File: src/rtl/psum_in_router_fifo.sv
// psum_in_router_fifo: routes upstream chain psums, buffered (sign-extended)
// bus words, or their sum into a PE's psum input through a registered
// valid/ready output stage.
module psum_in_router_fifo #(
  parameter int DATA_WIDTH      = 16,
  parameter int PSUM_DATA_WIDTH = 48,
  parameter int ID_WIDTH        = 8,
  parameter int FIFO_DEPTH      = 4
) (
  input  logic                         clk,
  input  logic                         rst_n,
  input  logic                         config_state,
  input  logic                         ce,
  input  logic [ID_WIDTH-1:0]          dest_id,
  input  logic [1:0]                   cfg_mode,
  input  logic [ID_WIDTH-1:0]          source_id,
  input  logic [DATA_WIDTH-1:0]        bus_data_in,
  input  logic                         bus_data_valid,
  output logic                         pe_ready,
  input  logic [PSUM_DATA_WIDTH-1:0]   last_pe_data_in,
  input  logic                         last_pe_data_valid,
  output logic                         last_pe_data_ready,
  output logic [PSUM_DATA_WIDTH-1:0]   pe_psum_in,
  output logic                         pe_psum_in_en,
  input  logic                         pe_psum_ready,
  output logic [$clog2(FIFO_DEPTH):0]  fifo_count
);

  localparam int PTR_W = $clog2(FIFO_DEPTH);
  localparam int CNT_W = PTR_W + 1;

  localparam logic [1:0] MODE_CHAIN = 2'b01;
  localparam logic [1:0] MODE_BUS   = 2'b10;
  localparam logic [1:0] MODE_ACC   = 2'b11;

  logic [ID_WIDTH-1:0]        stored_id_q, stored_id_d;
  logic [1:0]                 mode_q, mode_d;
  logic [PTR_W-1:0]           wr_ptr_q, wr_ptr_d;
  logic [PTR_W-1:0]           rd_ptr_q, rd_ptr_d;
  logic [CNT_W-1:0]           count_q, count_d;
  logic [PSUM_DATA_WIDTH-1:0] psum_q, psum_d;
  logic                       en_q, en_d;
  logic [PSUM_DATA_WIDTH-1:0] mem_q [FIFO_DEPTH];

  logic                       run_s, cfg_s, id_match_s, out_free_s;
  logic                       fifo_full_s, fifo_empty_s;
  logic                       pe_ready_s, push_s, pop_s, load_s, chain_rdy_s;
  logic [PSUM_DATA_WIDTH-1:0] ext_s, head_s, load_val_s;
  logic                       unused_id_lsb_s;

  // The ID LSB selects a PE within a pair; only the upper bits name the bus target.
  assign unused_id_lsb_s = stored_id_q[0];

  assign run_s        = ce && !config_state;
  assign cfg_s        = ce && config_state;
  assign id_match_s   = ({1'b0, stored_id_q[ID_WIDTH-1:1]} == source_id);
  assign out_free_s   = !en_q || pe_psum_ready;
  assign fifo_full_s  = (count_q == CNT_W'(FIFO_DEPTH));
  assign fifo_empty_s = (count_q == {CNT_W{1'b0}});
  assign ext_s        = PSUM_DATA_WIDTH'($signed(bus_data_in));
  assign head_s       = mem_q[rd_ptr_q];

  // A full FIFO refuses the bus even when a pop happens in the same cycle.
  assign pe_ready_s = run_s && id_match_s && mode_q[1] && !fifo_full_s;
  assign push_s     = pe_ready_s && bus_data_valid;

  assign pe_ready           = pe_ready_s;
  assign last_pe_data_ready = chain_rdy_s;
  assign pe_psum_in         = psum_q;
  assign pe_psum_in_en      = en_q;
  assign fifo_count         = count_q;

  // Mode decode: chain ready, FIFO pop, and the value loaded into the output stage
  always_comb begin
    chain_rdy_s = 1'b0;
    pop_s       = 1'b0;
    load_s      = 1'b0;
    load_val_s  = psum_q;
    case (mode_q)
      MODE_CHAIN: begin
        chain_rdy_s = run_s && out_free_s;
        load_s      = chain_rdy_s && last_pe_data_valid;
        load_val_s  = last_pe_data_in;
      end
      MODE_BUS: begin
        load_s     = run_s && out_free_s && !fifo_empty_s;
        pop_s      = load_s;
        load_val_s = head_s;
      end
      MODE_ACC: begin
        chain_rdy_s = run_s && out_free_s && !fifo_empty_s;
        load_s      = chain_rdy_s && last_pe_data_valid;
        pop_s       = load_s;
        load_val_s  = head_s + last_pe_data_in;
      end
      default: begin
        chain_rdy_s = 1'b0;
        pop_s       = 1'b0;
        load_s      = 1'b0;
        load_val_s  = psum_q;
      end
    endcase
  end

  // Next-state: config capture and flush, otherwise FIFO bookkeeping and output load
  always_comb begin
    stored_id_d = stored_id_q;
    mode_d      = mode_q;
    wr_ptr_d    = wr_ptr_q;
    rd_ptr_d    = rd_ptr_q;
    count_d     = count_q;
    psum_d      = psum_q;
    en_d        = en_q;
    if (cfg_s) begin
      stored_id_d = dest_id;
      mode_d      = cfg_mode;
      wr_ptr_d    = {PTR_W{1'b0}};
      rd_ptr_d    = {PTR_W{1'b0}};
      count_d     = {CNT_W{1'b0}};
      en_d        = 1'b0;
    end else if (run_s) begin
      if (push_s) begin
        wr_ptr_d = wr_ptr_q + PTR_W'(1'b1);
      end else begin
        wr_ptr_d = wr_ptr_q;
      end
      if (pop_s) begin
        rd_ptr_d = rd_ptr_q + PTR_W'(1'b1);
      end else begin
        rd_ptr_d = rd_ptr_q;
      end
      case ({push_s, pop_s})
        2'b10:   count_d = count_q + CNT_W'(1'b1);
        2'b01:   count_d = count_q - CNT_W'(1'b1);
        default: count_d = count_q;
      endcase
      if (load_s) begin
        psum_d = load_val_s;
        en_d   = 1'b1;
      end else if (pe_psum_ready) begin
        en_d = 1'b0;
      end else begin
        en_d = en_q;
      end
    end else begin
      en_d = en_q;
    end
  end

  // Control and output registers with asynchronous clear
  always_ff @(posedge clk or negedge rst_n) begin
    if (!rst_n) begin
      stored_id_q <= {ID_WIDTH{1'b0}};
      mode_q      <= 2'b00;
      wr_ptr_q    <= {PTR_W{1'b0}};
      rd_ptr_q    <= {PTR_W{1'b0}};
      count_q     <= {CNT_W{1'b0}};
      psum_q      <= {PSUM_DATA_WIDTH{1'b0}};
      en_q        <= 1'b0;
    end else begin
      stored_id_q <= stored_id_d;
      mode_q      <= mode_d;
      wr_ptr_q    <= wr_ptr_d;
      rd_ptr_q    <= rd_ptr_d;
      count_q     <= count_d;
      psum_q      <= psum_d;
      en_q        <= en_d;
    end
  end

  // FIFO storage: written on push, cleared on reset so no stale data survives
  always_ff @(posedge clk or negedge rst_n) begin
    if (!rst_n) begin
      for (int i = 0; i < FIFO_DEPTH; i++) begin
        mem_q[i] <= {PSUM_DATA_WIDTH{1'b0}};
      end
    end else if (push_s) begin
      mem_q[wr_ptr_q] <= ext_s;
    end else begin
      mem_q[wr_ptr_q] <= mem_q[wr_ptr_q];
    end
  end

endmodule

File: config.mk
export PLATFORM = sky130hd
export DESIGN_NAME = psum_in_router_fifo
export DESIGN_NICKNAME = d
export VERILOG_FILES = /design/src/rtl/psum_in_router_fifo.sv
export SDC_FILE = /design/constraint.sdc
export NUM_CORES = 1
export LEC_CHECK = 0
export CAP_MARGIN = 5
export CORE_MARGIN = 5
export CORE_UTILIZATION = 50
export CTS_CLUSTER_SIZE = 14
export DETAILED_ROUTE_END_ITERATION = 10
export PLACE_DENSITY = 0.71
export SLEW_MARGIN = 20
export SYNTH_ARGS = -nofsm -noshare
export SYNTH_HDL_FRONTEND = slang
export SYNTH_SLANG_ARGS = --single-unit
File: constraint.sdc
create_clock -name clk -period 5 [get_ports clk]
set_input_delay 0.5 -clock clk [delete_from_list [all_inputs] [get_ports clk]]
set_output_delay 0.5 -clock clk [all_outputs]
set_load 0.02 [all_outputs]
==> reports/metrics.csv <==
stage,metric,value,unit
status,status,"complete, but fails checks",
status,failing checks,negative hold slack,
die,Die Span X,191,um
clock_tree,CTS Buf Count,29,
logic_synthesis,ranking of synthesized cells by area,"dfrtp_1 (39%), mux4_2 (13%), a21oi_2 (6.4%)",
logic_synthesis,#FFs+latches synth,257,
die,Initial Utilization,50.6,%
worst_setup_path,CP cell instances,buf_4 -> mux4_2 -> ha_1 -> nand4_1 -> a311oi_1 -> nor3_2 -> o21bai_1 -> nand3_1 -> a31oi_1 -> mux2i_1,
logic_synthesis,register area share after synthesis,39.1,%
detailed_routing,Top Metal Used,met4,
logic_synthesis,Post-synth EDFFs,0,
die,Die Span Y,191,um
clock_tree,Post-CTS Hold Fix Bufs,0,
grt,Tot GR Track Use,24.2,%
clock_tree,CTS H-tree depth,1,
placed_design,IO Port Bufs,141,
worst_setup_path,Critical Path Sink Type,flop,
worst_setup_path,r2r setup slk,660,ps
detailed_routing,routed length on met1,19700,um
placed_design,gp weighted congestion,0.925,
logic_synthesis,"Distinct cells, synth",73,
logic_synthesis,Most used DFF post-synth,dfrtp_1,
logic_synthesis,Mean Syn Cell Area,10.2,um^2
clock_tree,CTS Sinks,257,
detailed_routing,DR WL/cell,20.8,um
die,I/O pin total,143,
detailed_routing,drc violations,0,
logic_synthesis,cell accounting for the most synthesized area,dfrtp_1,
worst_setup_path,Slowest cell on crit path,dfrtp_4,
timing,Worst Clk Skew,13.0,ps
timing,Fin. Hold Viols,11,
timing,actual slew at the worst max-slew pin,1070,ps
timing,unrepaired setup endpoints after global routing,no,
detailed_routing,final antenna-violating net count,0,
power,power density cells,329,mW/mm^2
detailed_routing,final wirelength,44600,um
die,total core area,0.0325,mm^2
timing,Max-Slew Margin vs Limit,28.7,%
die,die area,0.0366,mm^2
placed_design,Area after DPL,0.0182,mm^2
detailed_routing,vias per inst,5.97,
timing,Tcrit/Tclk final,86.8,%
timing,setup TNS,0,ps
grt,first-pass GRT wire length,71100,um
power,Worst VDD drop,0.240,mV
worst_setup_path,reg2reg start,rd_ptr_q[0],
finish,Layout area overhead,16.3,%
worst_setup_path,Critical Path AT,4810,ps
grt,largest net degree at the start of global routing,97,
timing,Setup Viol. Count Final,0,
worst_setup_path,critical path type,reg -> reg,
timing,Hold Worst Slack,-17.0,ps
finish,Final #Nets,1825,
clock_tree,post-cts sizing count,0,
power,Tot Pwr,6280,uW
logic_synthesis,Mapped Nets,1746,
logic_synthesis,Yosys top cell area share,39.1,%
clock_tree,clock slew at reported path FFs,70,ps
detailed_routing,Detailed Routing Iterations Pass 1,5,
worst_setup_path,critical path depth,10,
timing,Slew Limit Fails,0,
worst_setup_path,family with the most delay on the worst path,compound AO/OA/AOI/OAI gates,
detailed_routing,Met2 Routed Length,20800,um
run,max cap viols,0,
worst_setup_path,Worst Path Required,5470,ps
worst_setup_path,worst path bufs/invs,1,
grt,initial antenna violation count,0,
detailed_routing,vias,12800,
worst_setup_path,FF-to-FF path depth,10,
worst_setup_path,FF-to-FF End,pe_psum_in[47],
clock_tree,maximum buffer depth of the clock tree,3,
finish,"Core Util, Final",58.9,%
finish,Reg area,0.00644,mm^2
timing,maximum clock rate,0.231,GHz
clock_tree,CTS tree,yes,
logic_synthesis,synthesized cell area,0.0164,mm^2
worst_setup_path,Critical Path Start Type,flop,
power,leak pwr,0.00646,uW
timing,Final min period,4340,ps
logic_synthesis,Syn Inst Count,1604,
logic_synthesis,asr flop ratio synth,100,%
worst_setup_path,CP Launch Point,rd_ptr_q[0],
hold_path,Hold WC Path Type,in -> async,
finish,most frequent cells in the layout,"nor2_1 (252), dfrtp_1 (252), a21oi_1 (168)",
clock_tree,post-CTS setup buffer count,0,
clock_tree,clock insertion delay at the later pin of the skew report,550,ps
worst_setup_path,Critical Path End,pe_psum_in[47],
logic_synthesis,yosys warns,0,
die,cell row count,66,
finish,Antenna Cells,0,
clock_tree,CTS root buf,clkbuf_16,
finish,final instance area,0.0191,mm^2
detailed_routing,metal3 WL,3300,um
finish,Fillers,2669,
grt,vias in the first global route,13000,
grt,GRT overflow,0,
placed_design,Detail Placement HPWL,30700,um
detailed_routing,detailed router's first-iteration violation count,972,
finish,layout cells sized above 1,20.9,%
worst_setup_path,"slowest stage delay, CP",840,ps
worst_setup_path,"Max FO, Critical Path",32,
finish,area of the multi-input gates,0.00945,mm^2
==> cells by family (layout without fill, tap and decap cells) <==
group | Yosys count | in the layout | synth area share, %
compound gates | 520 | 520 | 23.1
simple gates | 452 | 452 | 11.9
flops | 257 | 257 | 39.1
buf+inv | 140 | 241 | 3.68
mux | 137 | 137 | 15.7
fa+ha+maj | 53 | 53 | 4.13
xor+xnor | 45 | 45 | 2.40
==> layer usage <==
metal / up-vias / GRT usage (%)
met5: - / 0
met4: 0 / 5.61
met3: 56 / 4.40
met2: 422 / 38.8
met1: 6322 / 34.7
li1: 6019 / -
==> registers in the layout (all words and copies together) (netlist names) <==
name and cells:
mem_q 192, pe_psum_in 48, stored_id_q 7, fifo_count 3, mode_q 2, rd_ptr_q 2, wr_ptr_q 2, pe_psum_in_en 1
==> power by group <==
part           leakage (uW)  total [uW]  internal, uW  switching (uW)
Combinational       0.00355        1680           775             902
Clock              0.000460        2120          1250             871
Sequential          0.00245        2490          2300             185
==> area by class of cell <==
class	instances	area share, %
flip-flops and latches	257	33.7
inverters	21	0.413
repair buffers	167	8.57
clock buffers	42	4.32
clock inverters	11	0.635
multi-input cells	1207	49.4
well taps	442	2.89
==> worst min-delay path by stage <==
| stage | slack [ps] | to | from | cells past startpoint |
|---|---|---|---|---|
| CTS | 10 | pe_psum_in[34] | rst_n | 1 |
| global placement | 460 | pe_psum_in[16] | pe_psum_in[16] | 1 |
| detailed placement | 470 | pe_psum_in[13] | pe_psum_in[13] | 2 |
| global route | 50 | pe_psum_in[34] | rst_n | 1 |
| finish | -20 | pe_psum_in[34] | rst_n | 1 |
| floorplan | 200 | fifo_count[0] | rst_n | 0 |
==> worst register-to-register path, stage by stage (launching register included) <==
cell and delay, ps:
dfrtp_4 840, buf_4 360, mux4_2 590, ha_1 480, nand4_1 250, a311oi_1 530, nor3_2 190, o21bai_1 290
nand3_1 140, a31oi_1 360, mux2i_1 230
==> synth_stat cells (19+ instances only) <==
library cell	count
a21o_1	36
a21oi_1	168
a21oi_2	120
a21oi_4	30
clkbuf_1	93
dfrtp_1	257
ha_1	51
inv_1	19
mux2i_1	31
mux4_2	95
nand2_1	93
nand3_1	25
nor2_1	252
o21ai_0	68
xnor2_1	27
==> through the flow <==
stage          cells  worst slack, ps
5_1_grt         2147              452
4_1_cts         2147              687
3_3_place_gp    2094              729
6_report        2147              662
2_1_floorplan   1604             1180
3_5_place_dp    2094              697
(Power assumes the default switching activity.)
